===== config.mk =====
export PLATFORM = sky130hd
export DESIGN_NAME = entrada_operandos
export DESIGN_NICKNAME = d
export VERILOG_FILES = /design/src/rtl/pkg_alu.sv /design/src/rtl/debounce_botao.sv /design/src/rtl/entrada_operandos.sv
export SDC_FILE = /design/constraint.sdc
export NUM_CORES = 1
export LEC_CHECK = 0
export BUFFER_PORTS_ARGS = -buffer_cell sky130_fd_sc_hd__buf_2
export CORE_UTILIZATION = 54
export CTS_BUF_LIST = sky130_fd_sc_hd__clkbuf_2 sky130_fd_sc_hd__clkbuf_4 sky130_fd_sc_hd__clkbuf_8
export CTS_CLUSTER_DIAMETER = 120
export CTS_CLUSTER_SIZE = 28
export DETAILED_ROUTE_END_ITERATION = 8
export GPL_TIMING_DRIVEN = 0
export PLACE_DENSITY = 0.85
export SLEW_MARGIN = 5
export SYNTH_ARGS = -nofsm -noshare
export SYNTH_HDL_FRONTEND = slang
export SYNTH_HIERARCHICAL = 1
export SYNTH_SLANG_ARGS = --single-unit

===== constraint.sdc =====
create_clock -name clk -period 2.21 [get_ports clk]
set_input_delay 0.1105 -clock clk [delete_from_list [all_inputs] [get_ports clk]]
set_output_delay 0.1105 -clock clk [all_outputs]
set_load 0.03 [all_outputs]

===== src/rtl/pkg_alu.sv =====
// Shared definitions for the operand-entry stage, the comparator and the ALU.
package pkg_alu;

  // Default magnitude width of each operand.
  localparam int LARGURA_PADRAO = 4;

  // Sequencer state codes, also driven onto the board LEDs.
  typedef enum logic [1:0] {
    ESPERA_A = 2'd0,
    ESPERA_B = 2'd1,
    PRONTO   = 2'd2
  } estado_t;

endpackage


===== src/rtl/debounce_botao.sv =====
// Load push-button conditioning: 2-flop synchronizer, level debounce filter
// and rising-edge detector producing a single-cycle pulse per accepted press.
module debounce_botao #(
  parameter int DEBOUNCE = 4
) (
  input  logic clk,
  input  logic rst,
  input  logic botao,
  output logic pulso
);

  // The filtered level toggles on the cycle the count would reach DEBOUNCE.
  localparam logic [7:0] LIMITE = 8'(DEBOUNCE - 1);

  logic       sync_1;
  logic       sync_2;
  logic       filtrado;
  logic       filtrado_d;
  logic [7:0] contador;

  // Synchronize the raw button, then accept a level change only after
  // DEBOUNCE consecutive differing samples.
  always_ff @(posedge clk) begin
    if (rst) begin
      sync_1     <= 1'b0;
      sync_2     <= 1'b0;
      filtrado   <= 1'b0;
      filtrado_d <= 1'b0;
      contador   <= 8'd0;
    end else begin
      sync_1     <= botao;
      sync_2     <= sync_1;
      filtrado_d <= filtrado;
      if (sync_2 != filtrado) begin
        if (contador == LIMITE) begin
          filtrado <= ~filtrado;
          contador <= 8'd0;
        end else begin
          contador <= contador + 8'd1;
        end
      end else begin
        contador <= 8'd0;
      end
    end
  end

  // One pulse per accepted press; release is ignored.
  assign pulso = filtrado & ~filtrado_d;

endmodule


===== src/rtl/entrada_operandos.sv =====
// Operand-entry stage: captures operand A then operand B from shared
// switches on each debounced load press and presents them with a valid flag.
//
//   state    | meaning
//   ---------+-----------------------------------------------
//   ESPERA_A | waiting for the press that captures A
//   ESPERA_B | A captured, waiting for the press that captures B
//   PRONTO   | A and B form a complete pair (valido=1)
//   code 3   | illegal, returns to ESPERA_A on the next edge
module entrada_operandos
  import pkg_alu::*;
#(
  parameter int LARGURA  = LARGURA_PADRAO,
  parameter int DEBOUNCE = 4
) (
  input  logic               clk,
  input  logic               rst,
  input  logic [LARGURA-1:0] chaves,
  input  logic               sinal_chave,
  input  logic               carregar,
  input  logic               limpar,
  output logic [LARGURA-1:0] a,
  output logic               sa,
  output logic [LARGURA-1:0] b,
  output logic               sb,
  output logic               valido,
  output logic [1:0]         estado
);

  estado_t estado_atual;
  estado_t estado_prox;
  logic    pulso;
  logic    captura_a;
  logic    captura_b;

  debounce_botao #(
    .DEBOUNCE (DEBOUNCE)
  ) u_debounce (
    .clk   (clk),
    .rst   (rst),
    .botao (carregar),
    .pulso (pulso)
  );

  assign estado = estado_atual;

  // State register; limpar acts like reset on the sequencer only.
  always_ff @(posedge clk) begin
    if (rst || limpar) begin
      estado_atual <= ESPERA_A;
    end else begin
      estado_atual <= estado_prox;
    end
  end

  // Next-state: advance on each load pulse, recover from the illegal code.
  always_comb begin
    estado_prox = estado_atual;
    case (estado_atual)
      ESPERA_A: if (pulso) estado_prox = ESPERA_B;
      ESPERA_B: if (pulso) estado_prox = PRONTO;
      PRONTO:   if (pulso) estado_prox = ESPERA_B;
      default:             estado_prox = ESPERA_A;
    endcase
  end

  // Capture strobes: a new pair always starts with A.
  always_comb begin
    captura_a = 1'b0;
    captura_b = 1'b0;
    case (estado_atual)
      ESPERA_A: captura_a = pulso;
      ESPERA_B: captura_b = pulso;
      PRONTO:   captura_a = pulso;
      default: begin
        captura_a = 1'b0;
        captura_b = 1'b0;
      end
    endcase
  end

  // Operand registers; values are stored as-is, including negative zero.
  always_ff @(posedge clk) begin
    if (rst || limpar) begin
      a      <= '0;
      sa     <= 1'b0;
      b      <= '0;
      sb     <= 1'b0;
      valido <= 1'b0;
    end else begin
      if (captura_a) begin
        a      <= chaves;
        sa     <= sinal_chave;
        valido <= 1'b0;
      end
      if (captura_b) begin
        b      <= chaves;
        sb     <= sinal_chave;
        valido <= 1'b1;
      end
    end
  end

endmodule


==> summary.txt <==
GRT
  • Global-route wire length before repair: 2.80 mm
  • Initial antenna violation count: 0
  • GRT Total Usage: 19.9%
  • Grt ovf: 0
  • Largest net degree at the start of global routing: 14
  • Vias in the first global route: 688

Setup path
  • WS Path Type: reg2reg
  • Worst EP arrival: 1930 ps
  • Critical Path RT: 2420 ps
  • Largest stage delay, worst path: 500 ps
  • Element type at the critical path start: register
  • Crit path capture type: register
  • CP delay by family, top: simple AND/OR/NAND/NOR gates
  • CP Buf/Inv Count: 0
  • Maximum fanout along the worst path: 8
  • Critical Path, Cell by Cell: ha_1 -> or4b_4 -> o211ai_2 -> nor2_1
  • Slowest CP cell: or4b_4

Clocking
  • Clk_lat worst skew: 310 ps
  • CTS resizes: 0
  • CTS tree: done
  • Cts bufs inserted: 3
  • Clk sinks: 25
  • Clock root cell: clkbuf_4
  • Max clock buf depth: 2
  • Worst-path clk slew: 130 ps
  • CTS H-Tree Depth: 1

Yosys
  • Ys flop type: dfxtp_1
  • Mapped Avg Cell Area: 10.0 um2
  • Net Count, Synth: 105
  • Post-synth EDFFs: 0
  • Post-synth ARST share: 0%
  • Mapped Area: 952 um2
  • Register area share after synthesis: 52.6%
  • Post-synth cell types: 23
  • Mapped Cells: 95
  • FF+latch count, synth: 25
  • Ys Warns: 6

STA
  • Setup TNS: 0 ps
  • Setup Viol. Count Final: 0
  • Clock Skew: 2.40 ps
  • Post-route minimum period: 1730 ps
  • RSZ-0062 raised after global routing: false
  • Slew headroom: 74.7%
  • Worst setup margin: 484 ps
  • Fin crit share: 78.1%
  • F_max: 579 MHz
  • Worst Max-Slew Pin Slew: 378 ps
  • Slew Viols, Final: 0
  • Final Hold Fails: 0

Detailed routing
  • TritonRoute pass-1 iters: 6
  • Drt drc: 0
  • DR vias: 737
  • Routed WL: 1.67 mm
  • Iteration-0 DRC count of the detailed router: 11
  • Via density per instance: 5.38
  • Antenna Nets Post-Route: 0
  • Wirelength per Cell: 12.2 um

Power
  • Sw frac: 20.7%
  • Leakage power: 0.526 nW
  • Combinational power share: 3.0%
  • Flop pwr share: 66.1%
  • P_int: 0.545 mW
  • Clock power frac: 30.9%
  • PD cells: 615 mW/mm2
  • Maximum vdd drop: 425 uV
  • Psw: 0.142 mW

Finish
  • Share of cells above drive strength 1: 25.6%
  • Area delta synth->final: 17.3%
  • Fin nets: 132
  • Post-route cell area: 0.00112 mm2
  • Diodes inserted: 0

Floorplan
  • Std-Cell Rows: 14
  • Die Y: 44.0 um
  • Ports: 22
  • Initial Utilization: 60.4%
  • Core footprint: 0.00158 mm2
  • DIE AREA: 0.00194 mm2
  • DIE WIDTH: 44.0 um

Place
  • Placed wire-length estimate: 1.25 mm
  • Setup WS pre-CTS: 498 ps
  • Placement-stage cell area: 0.00108 mm2
  • Gp weighted congestion: 0.751
  • Port-buffer cells: 21

Outcome
  • Status: finished clean

Run
  • Max cap viols: 0

Hold path
  • Worst hold path type: in2reg
## sequential cells by signal, indices dropped and copies added, names as in the netlist, 2 cells and up
signal,cells
b,4
estado,2
u_debounce/contador,8
a,4
## metrics by stage
step | util, % | cells | total power [mW] | hold slack [ps]
global placement | 68.3 | 132 | 0.482 | 334
finish | 70.9 | 137 | 0.688 | 16.8
floorplan | - | 95 | 0.472 | 180
global route | 70.9 | 137 | 0.714 | 0.621
CTS | 70.2 | 136 | 0.690 | 8.23
detailed placement | 68.3 | 132 | 0.483 | 345
## synth_stat cells, drive strengths merged (2+ instances only)
library cell | number | area share [%]
a21oi | 7 | 4.1
buf | 2 | 1.7
dfxtp | 25 | 53
inv | 4 | 1.6
mux2i | 10 | 11
nand2 | 2 | 0.79
nand3 | 4 | 2.1
nor2 | 15 | 5.9
nor2b | 4 | 2.6
o21ai | 4 | 2.1
or3 | 5 | 3.3
or3b | 2 | 1.8
xor2 | 3 | 2.8
## path summary, 6_finish.rpt
kind / endpoint / from / cells after the start / slack, ps
worst min register to register: u_debounce/sync_2 / u_debounce/sync_1 / 1 / 460
worst max-delay path: u_debounce/contador[2] / u_debounce/contador[0] / 4 / 480
worst min-delay path: u_debounce/sync_1 / carregar / 2 / 20
worst max register to register: u_debounce/contador[2] / u_debounce/contador[0] / 4 / 480
## worst register-to-register path, cell delays in order, from the launching register on
cell	delay (ps)
dfxtp_1	420
ha_1	250
or4b_4	500
o211ai_2	370
nor2_1	90
## kinds of logic (layout without fill, tap and decap cells)
| family | count (synthesis) | count (layout) | synth area share [%] |
|---|---|---|---|
| compound gates | 12 | 12 | 7.49 |
| xor+xnor | 4 | 4 | 3.68 |
| fa+ha+maj | 1 | 1 | 1.31 |
| buf+inv | 6 | 32 | 3.28 |
| flops | 25 | 25 | 52.6 |
| mux | 10 | 10 | 10.5 |
| simple gates | 37 | 37 | 21.2 |
## what timing repair did
action                                  CTS  global route
hold endpoints to repair                  0             1
setup buffers                             0             0
endpoints found under the setup margin    0             0
hold buffers                              0             1
## placed cells by master, fill, tap and decap left out, drive strengths merged
cell,instances
dfxtp,25
buf,23
nor2,15
mux2i,10
a21oi,7
or3,5
clkbuf,4
nor2b,4
inv,4
nand3,4
o21ai,4
xor2,3
or3b,2
nand2,2
or2,1
nand2b,1
nand3b,1
dlygate4sd3,1
or4b,1
o211ai,1
xnor2,1
nand4,1
ha,1
## area by class of cell
cell class / instances / area (um2)
plain buffers: 2 / 16.3
fillers: 124 / 459
repair buffers: 22 / 115
clock buffers: 4 / 30.0
multi-input cells: 64 / 420
inverters: 4 / 15.0
flip-flops and latches: 25 / 500
well taps: 16 / 20.0
## power groups by stage
stage	clock network [mW]	logic, mW	registers, mW
2_1_floorplan	0	0.00831	0.464
3_3_place_gp	0	0.0182	0.464
3_5_place_dp	0	0.0190	0.464
4_1_cts	0.216	0.0194	0.454
5_1_grt	0.236	0.0233	0.455
6_report	0.213	0.0206	0.454
## per-layer routing
layer / GRT usage, % / share of wire (%) / vias to the layer above
met1: 24.0 / 45 / 341
met5: 0 / 0 / -
met3: 2.50 / 3.6 / 2
met2: 34.9 / 51 / 18
met4: 9.09 / 1.1 / 0
li1: - / - / 376
(Power assumes the default switching activity.)
